**config.mk**
```make
export PLATFORM = sky130hd
export DESIGN_NAME = serial_borrow_subtractor
export DESIGN_NICKNAME = d
export VERILOG_FILES = /design/src/rtl/serial_borrow_subtractor.sv
export SDC_FILE = /design/constraint.sdc
export NUM_CORES = 1
export LEC_CHECK = 0
export ABC_AREA = 1
export BUFFER_PORTS_ARGS = -buffer_cell sky130_fd_sc_hd__buf_2
export CAP_MARGIN = 40
export CORE_UTILIZATION = 52
export CTS_CLUSTER_SIZE = 30
export DETAILED_ROUTE_END_ITERATION = 8
export PLACE_DENSITY_LB_ADDON = 0.3
export SLEW_MARGIN = 5
export SYNTH_ARGS = -nofsm -noshare
export SYNTH_HDL_FRONTEND = slang
export SYNTH_SLANG_ARGS = --single-unit
```
**constraint.sdc**
```tcl
create_clock -name clk -period 1.75 [get_ports clk]
set_input_delay 0.0875 -clock clk [delete_from_list [all_inputs] [get_ports clk]]
set_output_delay 0.0875 -clock clk [all_outputs]
set_load 0.1 [all_outputs]
```
**src/rtl/serial_borrow_subtractor.sv**
```systemverilog
// Bit-serial ripple-borrow subtractor: D = A - B - bin, one bit per clock, LSB first.
// A start/busy/done handshake launches an operation and publishes registered result flags.
module serial_borrow_subtractor #(
   parameter int WIDTH = 4
) (
   input  logic             clk,
   input  logic             rst,
   input  logic             start,
   input  logic [WIDTH-1:0] a,
   input  logic [WIDTH-1:0] b,
   input  logic             bin,
   output logic             busy,
   output logic             done,
   output logic [WIDTH-1:0] d,
   output logic             bout,
   output logic             ovf,
   output logic             zero
);

   localparam int IDX_W = $clog2(WIDTH);

   typedef enum logic [1:0] {IDLE, SHIFT, DONE} state_t;

   state_t             state_q, state_d;
   logic [WIDTH-1:0]   a_q, b_q, diff_q;
   logic [IDX_W-1:0]   idx_q;
   logic               br_q;
   logic [WIDTH-1:0]   d_q;
   logic               bout_q, ovf_q, zero_q;

   logic               last_bit;
   logic               dbit, br_next;
   logic [WIDTH-1:0]   diff_next;

   function automatic logic fs_diff(input logic x, input logic y, input logic br);
      return x ^ y ^ br;
   endfunction

   function automatic logic fs_borrow(input logic x, input logic y, input logic br);
      return (~x & y) | (~(x ^ y) & br);
   endfunction

   assign last_bit  = (idx_q == IDX_W'(WIDTH - 1));
   assign dbit      = fs_diff(a_q[0], b_q[0], br_q);
   assign br_next   = fs_borrow(a_q[0], b_q[0], br_q);
   // Difference bits enter at the MSB so that after WIDTH shifts bit 0 sits at the LSB.
   assign diff_next = {dbit, diff_q[WIDTH-1:1]};

   always_ff @(posedge clk or posedge rst) begin
      if (rst) state_q <= IDLE;
      else     state_q <= state_d;
   end

   always_comb begin
      state_d = state_q;
      case (state_q)
         IDLE:    if (start) state_d = SHIFT;
         SHIFT:   if (last_bit) state_d = DONE;
         DONE:    state_d = IDLE;
         default: state_d = IDLE;
      endcase
   end

   always_comb begin
      busy = (state_q == SHIFT);
      done = (state_q == DONE);
   end

   always_ff @(posedge clk or posedge rst) begin
      if (rst) begin
         a_q    <= '0;
         b_q    <= '0;
         diff_q <= '0;
         idx_q  <= '0;
         br_q   <= 1'b0;
         d_q    <= '0;
         bout_q <= 1'b0;
         ovf_q  <= 1'b0;
         zero_q <= 1'b0;
      end else begin
         case (state_q)
            IDLE: begin
               if (start) begin
                  a_q    <= a;
                  b_q    <= b;
                  br_q   <= bin;
                  idx_q  <= '0;
                  diff_q <= '0;
               end
            end
            SHIFT: begin
               a_q    <= a_q >> 1;
               b_q    <= b_q >> 1;
               br_q   <= br_next;
               diff_q <= diff_next;
               idx_q  <= idx_q + IDX_W'(1);
               // On the MSB, br_q is the borrow into the MSB and br_next the borrow out.
               if (last_bit) begin
                  d_q    <= diff_next;
                  bout_q <= br_next;
                  ovf_q  <= br_q ^ br_next;
                  zero_q <= (diff_next == '0);
               end
            end
            default: ;
         endcase
      end
   end

   assign d    = d_q;
   assign bout = bout_q;
   assign ovf  = ovf_q;
   assign zero = zero_q;

endmodule
```
# [After elaboration in Yosys (flattened, before gate mapping)]
# Index checks and enable logic that the tools add are counted.
[totals] regBits=24 inputBits=12 output_inout_bits=9 elab_cells=43
[op_classes] add_sub_neg=1 n_eq_ne=5 mux=13 n_bitwise=8 n_reduce_logical=6
[op_table] operator="case mux 4 bit (2 select lines)" count=3
[op_table] operator="two-way mux 4 bit" count=3
[op_table] operator="case mux 2 bit (2 select lines)" count=2
[op_table] operator="two-way mux 2 bit" count=3
[op_table] operator="AND reduction 2 bit" count=3
[op_table] operator="equality test 2 bit (second input constant)" count=2
[op_table] operator="zero test 4 bit" count=1
[op_table] operator="XOR 1 bit" count=3
[op_table] operator="adder 2 x 1 -> 2 bit (second input constant)" count=1
[op_table] operator="AND 1 bit" count=2
[op_table] operator="equality test 2 x 1 -> 1 bit (second input constant)" count=1
[op_table] operator="zero test 2 bit" count=1
[op_table] operator="!= test 2 x 1 -> 1 bit (second input constant)" count=1
[op_table] operator="!= test 2 bit (second input constant)" count=1
[op_table] operator="inverter 1 bit" count=2
[op_table] operator="case mux 1 bit (2 select lines)" count=1
[op_table] operator="nonzero test 2 bit" count=1
[op_table] operator="two-way mux 1 bit" count=1
[op_table] operator="OR 1 bit" count=1

# [Logic depth before layout (Yosys ltp)]
[depth] word_depth=5 depth_mapped=6 depth_no_buf=6

# [Least setup slack after synthesis]
# OpenSTA, ideal clock, no wires.
[synth_timing] path_type="reg-to-output" start="register state_q[0]" end="output port done" arrival_ns=1.803 t_required_ns=1.662 setup_slack_ns=-0.140 path_stages_with_launch=3 path_buffers=1 cell_sequence="dfrtp_1 -> buf_4 -> nor2_1"
[synth_via] elab_chain_len=1
[synth_rtl] item="from (decl)" line="24" rtl="state_t state_q, state_d;"
[synth_rtl] item="from (signal assigned)" line="51" rtl="else state_q <= state_d;"
[synth_rtl] item="equality test 2 bit" line="66" rtl="done = (state_q == DONE);"
[synth_rtl] item="to (decl)" line="13" rtl="output logic done,"
# No other way between the ends.

# [Worst setup path after layout]
[layout_timing] start="register state_q[0]" end="output port busy"
[layout_via] elab_chain_len=1
[layout_rtl] item="equality test 2 x 1 -> 1 bit" line="65" rtl="busy = (state_q == SHIFT);"
[layout_rtl] item="to (decl)" line="12" rtl="output logic busy,"
# No other way between the ends.

==> reports/summary.log <==
INFO  setup_path     r2r_slack=0.39ns
INFO  routing        drt_first_pass_iters=4
INFO  yosys          synth.lib_cells_used.distinct=17
INFO  setup_path     worstSetupStartpointType=register
INFO  floorplan      die_w=46.96um
INFO  yosys          synth-seq-area-share=0.5476
INFO  floorplan      initial_core_util=0.5833
INFO  timing         rsz0062_at_grt=no
INFO  final_layout   final_design_area_no_fill=1261squm
INFO  timing         fmax=630.4MHz
INFO  setup_path     timing.rr.start=state_q[0]$_DFFE_PP0P_
INFO  routing        initialDrtViolationCount=40
INFO  global_route   gr-usage-all-layers=0.2352
INFO  yosys          syn_area=1051squm
INFO  yosys          ys_seq_elements=23
INFO  placement      post-dp-hpwl=1456um
INFO  routing        dr_total_vias=903
INFO  clocking       clk_latency=0.31ns
INFO  clocking       post-cts-setup-buffer-count=0
INFO  global_route   grt_antenna_before_repair=0
INFO  routing        ant_nets=0
INFO  routing        post_drt_via_cell_ratio=4.962
INFO  setup_path     critical_path.endpoint_type=output pin
INFO  placement      place.gp.congestion=0.8686
INFO  status         status=finished, final reports clean
INFO  placement      area_of_placed_instances=1192squm
INFO  global_route   overflow=0
INFO  global_route   global_route_wire_length_before_repair=3450um
INFO  hold_path      hp-start=bin
INFO  routing        routed_wl=2166um
INFO  timing         clock-skew-final=0.005389ns
INFO  yosys          synth_largest_area_cell=sky130_fd_sc_hd__dfrtp_1
INFO  floorplan      floorplan.io_pins=21
INFO  timing         timing.setup.tns=0ns
INFO  final_layout   sequential_cell_area=575.6squm
INFO  yosys          synth.net_count=142
INFO  placement      io_buffer_count=20
INFO  clocking       clk_transition_reported_paths=0.13ns
INFO  global_route   largest_net_degree_at_the_start_of_global_routing=24
INFO  yosys          yosys_warnings=0
INFO  timing         final_hold_viol_count=0
INFO  yosys          netlist.area_leader.share=0.5476
INFO  timing         layout_worst_path_cycle_share=0.9065
INFO  clocking       cts_tree=built
INFO  final_layout   post_route_cells_drive_above_1_share=0.2102
INFO  clocking       numClockSinks=23
INFO  yosys          netlist_instances=128
INFO  timing         fin_crit=1.586ns
INFO  final_layout   num-nets-final=172
INFO  yosys          syn_avg_cell_area=8.211squm
INFO  timing         report.final.setup_viol=0
INFO  final_layout   antenna_cells_inserted=0
INFO  routing        wire_per_inst=11.90um
INFO  setup_path     rr_worst_depth=5
INFO  final_layout   fillerInstances=149
INFO  setup_path     endpoint_of_the_lowest_slack_register_to_register_path=a_q[2]$_DFFE_PP0P_
INFO  timing         max_slew_margin=0.6700
INFO  job            cap_viol_max_count=0
INFO  clocking       clockBufferDepth=2
INFO  hold_path      hold-path-endpoint=br_q$_DFFE_PP0P_
INFO  setup_path     path_max_fanout=11
INFO  timing         worst_slew_pin_slew=0.4985ns
INFO  setup_path     arrival=1.50ns
INFO  global_route   number_of_global_route_vias_before_repair=781
INFO  setup_path     cp.required=1.66ns
INFO  floorplan      rows=15
INFO  clocking       tritoncts.num_buffers=3
INFO  setup_path     critPathKind=reg2out
INFO  timing         final-max-slew-violation-count=0
INFO  floorplan      die_h=46.96um
INFO  clocking       htree_num_levels=1
INFO  final_layout   utilization=0.7000
INFO  floorplan      fp.coreArea=1802squm
INFO  final_layout   synthToLayoutAreaGrowth=20.00%
INFO  floorplan      die_area=2205squm
INFO  hold_path      timing.hold.worst_path_depth=3
INFO  yosys          synth.top_cells.by_area=sky130_fd_sc_hd__dfrtp_1, sky130_fd_sc_hd__nand2_1, sky130_fd_sc_hd__nand3_1
INFO  clocking       cts_root_buffer=sky130_fd_sc_hd__clkbuf_4
INFO  routing        route.detailed.drc=0
INFO  hold_path      worst_hold_path_type=in2reg
INFO  final_layout   multi_input_comb_area=399.1squm
==> state kept, by name (all words and copies together) (netlist names) <==
register / flops
d: 4
br_q: 1
diff_q: 3
idx_q: 2
ovf: 1
bout: 1
a_q: 4
b_q: 4
zero: 1
state_q: 2
==> worst max-delay path, stage by stage, from the launching register on <==
cell and delay (ns):
sky130_fd_sc_hd__dfrtp_1 0.63, sky130_fd_sc_hd__inv_2 0.08, sky130_fd_sc_hd__nor2_2 0.13, sky130_fd_sc_hd__clkbuf_4 0.35
==> layout by cell type (no fill, tap or decap) <==
| master | instances |
|---|---|
| sky130_fd_sc_hd__nand2_1 | 50 |
| sky130_fd_sc_hd__dfrtp_1 | 23 |
| sky130_fd_sc_hd__buf_2 | 19 |
| sky130_fd_sc_hd__inv_1 | 16 |
| sky130_fd_sc_hd__nand3_1 | 16 |
| sky130_fd_sc_hd__nor2_1 | 5 |
| sky130_fd_sc_hd__o21ai_0 | 4 |
| sky130_fd_sc_hd__clkbuf_4 | 4 |
| sky130_fd_sc_hd__dlygate4sd3_1 | 4 |
| sky130_fd_sc_hd__inv_2 | 3 |
| sky130_fd_sc_hd__nor2_2 | 2 |
| sky130_fd_sc_hd__buf_4 | 2 |
| sky130_fd_sc_hd__nand2_2 | 1 |
| sky130_fd_sc_hd__nand2_4 | 1 |
| sky130_fd_sc_hd__a21oi_1 | 1 |
| sky130_fd_sc_hd__o22ai_1 | 1 |
| sky130_fd_sc_hd__nand3_2 | 1 |
| sky130_fd_sc_hd__xnor2_1 | 1 |
| sky130_fd_sc_hd__fa_1 | 1 |
| sky130_fd_sc_hd__ha_1 | 1 |
| sky130_fd_sc_hd__clkbuf_1 | 1 |
==> repair_timing <==
action,4_1_cts,5_1_grt
endpoints found under the setup margin,0,1
hold buffers,3,1
hold endpoints to repair,25,1
resized for setup,0,1
==> metrics by stage <==
stage          hold slack [ns]  cells  setup slack [ns]
6_report               0.01366    182            0.1637
5_1_grt                0.02720    182           0.07360
4_1_cts               0.006174    181           0.07991
3_5_place_dp            0.1381    174            0.4190
3_3_place_gp            0.1344    174            0.4357
2_1_floorplan          0.08942    128           0.02216
==> logic make-up (layout without fill, tap and decap cells) <==
family                   after synthesis  in the layout  share of synthesized area
AND/OR/NAND/NOR                       76             76                     0.3083
AO/OA/AOI/OAI                          6              6                    0.02976
adder cells (fa/ha/maj)                2              2                    0.03095
buffers and inverters                 20             49                    0.07500
XOR/XNOR                               1              1                   0.008335
flip-flops                            23             23                     0.5476
==> cells in the mapped netlist <==
| master | count |
|---|---|
| sky130_fd_sc_hd__buf_4 | 1 |
| sky130_fd_sc_hd__nand2_1 | 50 |
| sky130_fd_sc_hd__nand2_4 | 1 |
| sky130_fd_sc_hd__inv_1 | 16 |
| sky130_fd_sc_hd__fa_1 | 1 |
| sky130_fd_sc_hd__dfrtp_1 | 23 |
| sky130_fd_sc_hd__nand3_2 | 1 |
| sky130_fd_sc_hd__nand2_2 | 1 |
| sky130_fd_sc_hd__o22ai_1 | 1 |
| sky130_fd_sc_hd__nor2_2 | 1 |
| sky130_fd_sc_hd__a21oi_1 | 1 |
| sky130_fd_sc_hd__o21ai_0 | 4 |
| sky130_fd_sc_hd__inv_2 | 3 |
| sky130_fd_sc_hd__nand3_1 | 16 |
| sky130_fd_sc_hd__xnor2_1 | 1 |
| sky130_fd_sc_hd__ha_1 | 1 |
| sky130_fd_sc_hd__nor2_1 | 6 |
==> metal layers <==
layer | vias to the layer above | track usage | part of all wire
met4 | 0 | 0.1029 | 0.0065
met1 | 440 | 0.3134 | 0.48
li1 | 448 | - | -
met5 | - | 0 | 0
met2 | 13 | 0.3750 | 0.49
met3 | 2 | 0.04615 | 0.028
==> final cells by class <==
class | count | share of cell area
sequential | 23 | 0.4563
multi-input combinational | 85 | 0.3165
timing repair buffer | 26 | 0.1250
inverter | 19 | 0.05655
tap | 25 | 0.02480
clock buffer | 4 | 0.02083
==> worst max path at each step <==
| stage | slack, ns | to | from |
|---|---|---|---|
| 2_1_floorplan | 0.02 | b_q[1]$_DFFE_PP0P_ | state_q[0]$_DFFE_PP0P_ |
| 3_3_place_gp | 0.44 | zero$_DFFE_PP0P_ | br_q$_DFFE_PP0P_ |
| 3_5_place_dp | 0.42 | zero$_DFFE_PP0P_ | br_q$_DFFE_PP0P_ |
| 4_1_cts | 0.08 | busy | state_q[0]$_DFFE_PP0P_ |
| 5_1_grt | 0.07 | busy | state_q[0]$_DFFE_PP0P_ |
| 6_report | 0.16 | busy | state_q[0]$_DFFE_PP0P_ |
Power is not shown: default switching activity piles up to over one toggle a cycle in this logic, so the estimate is an artifact.
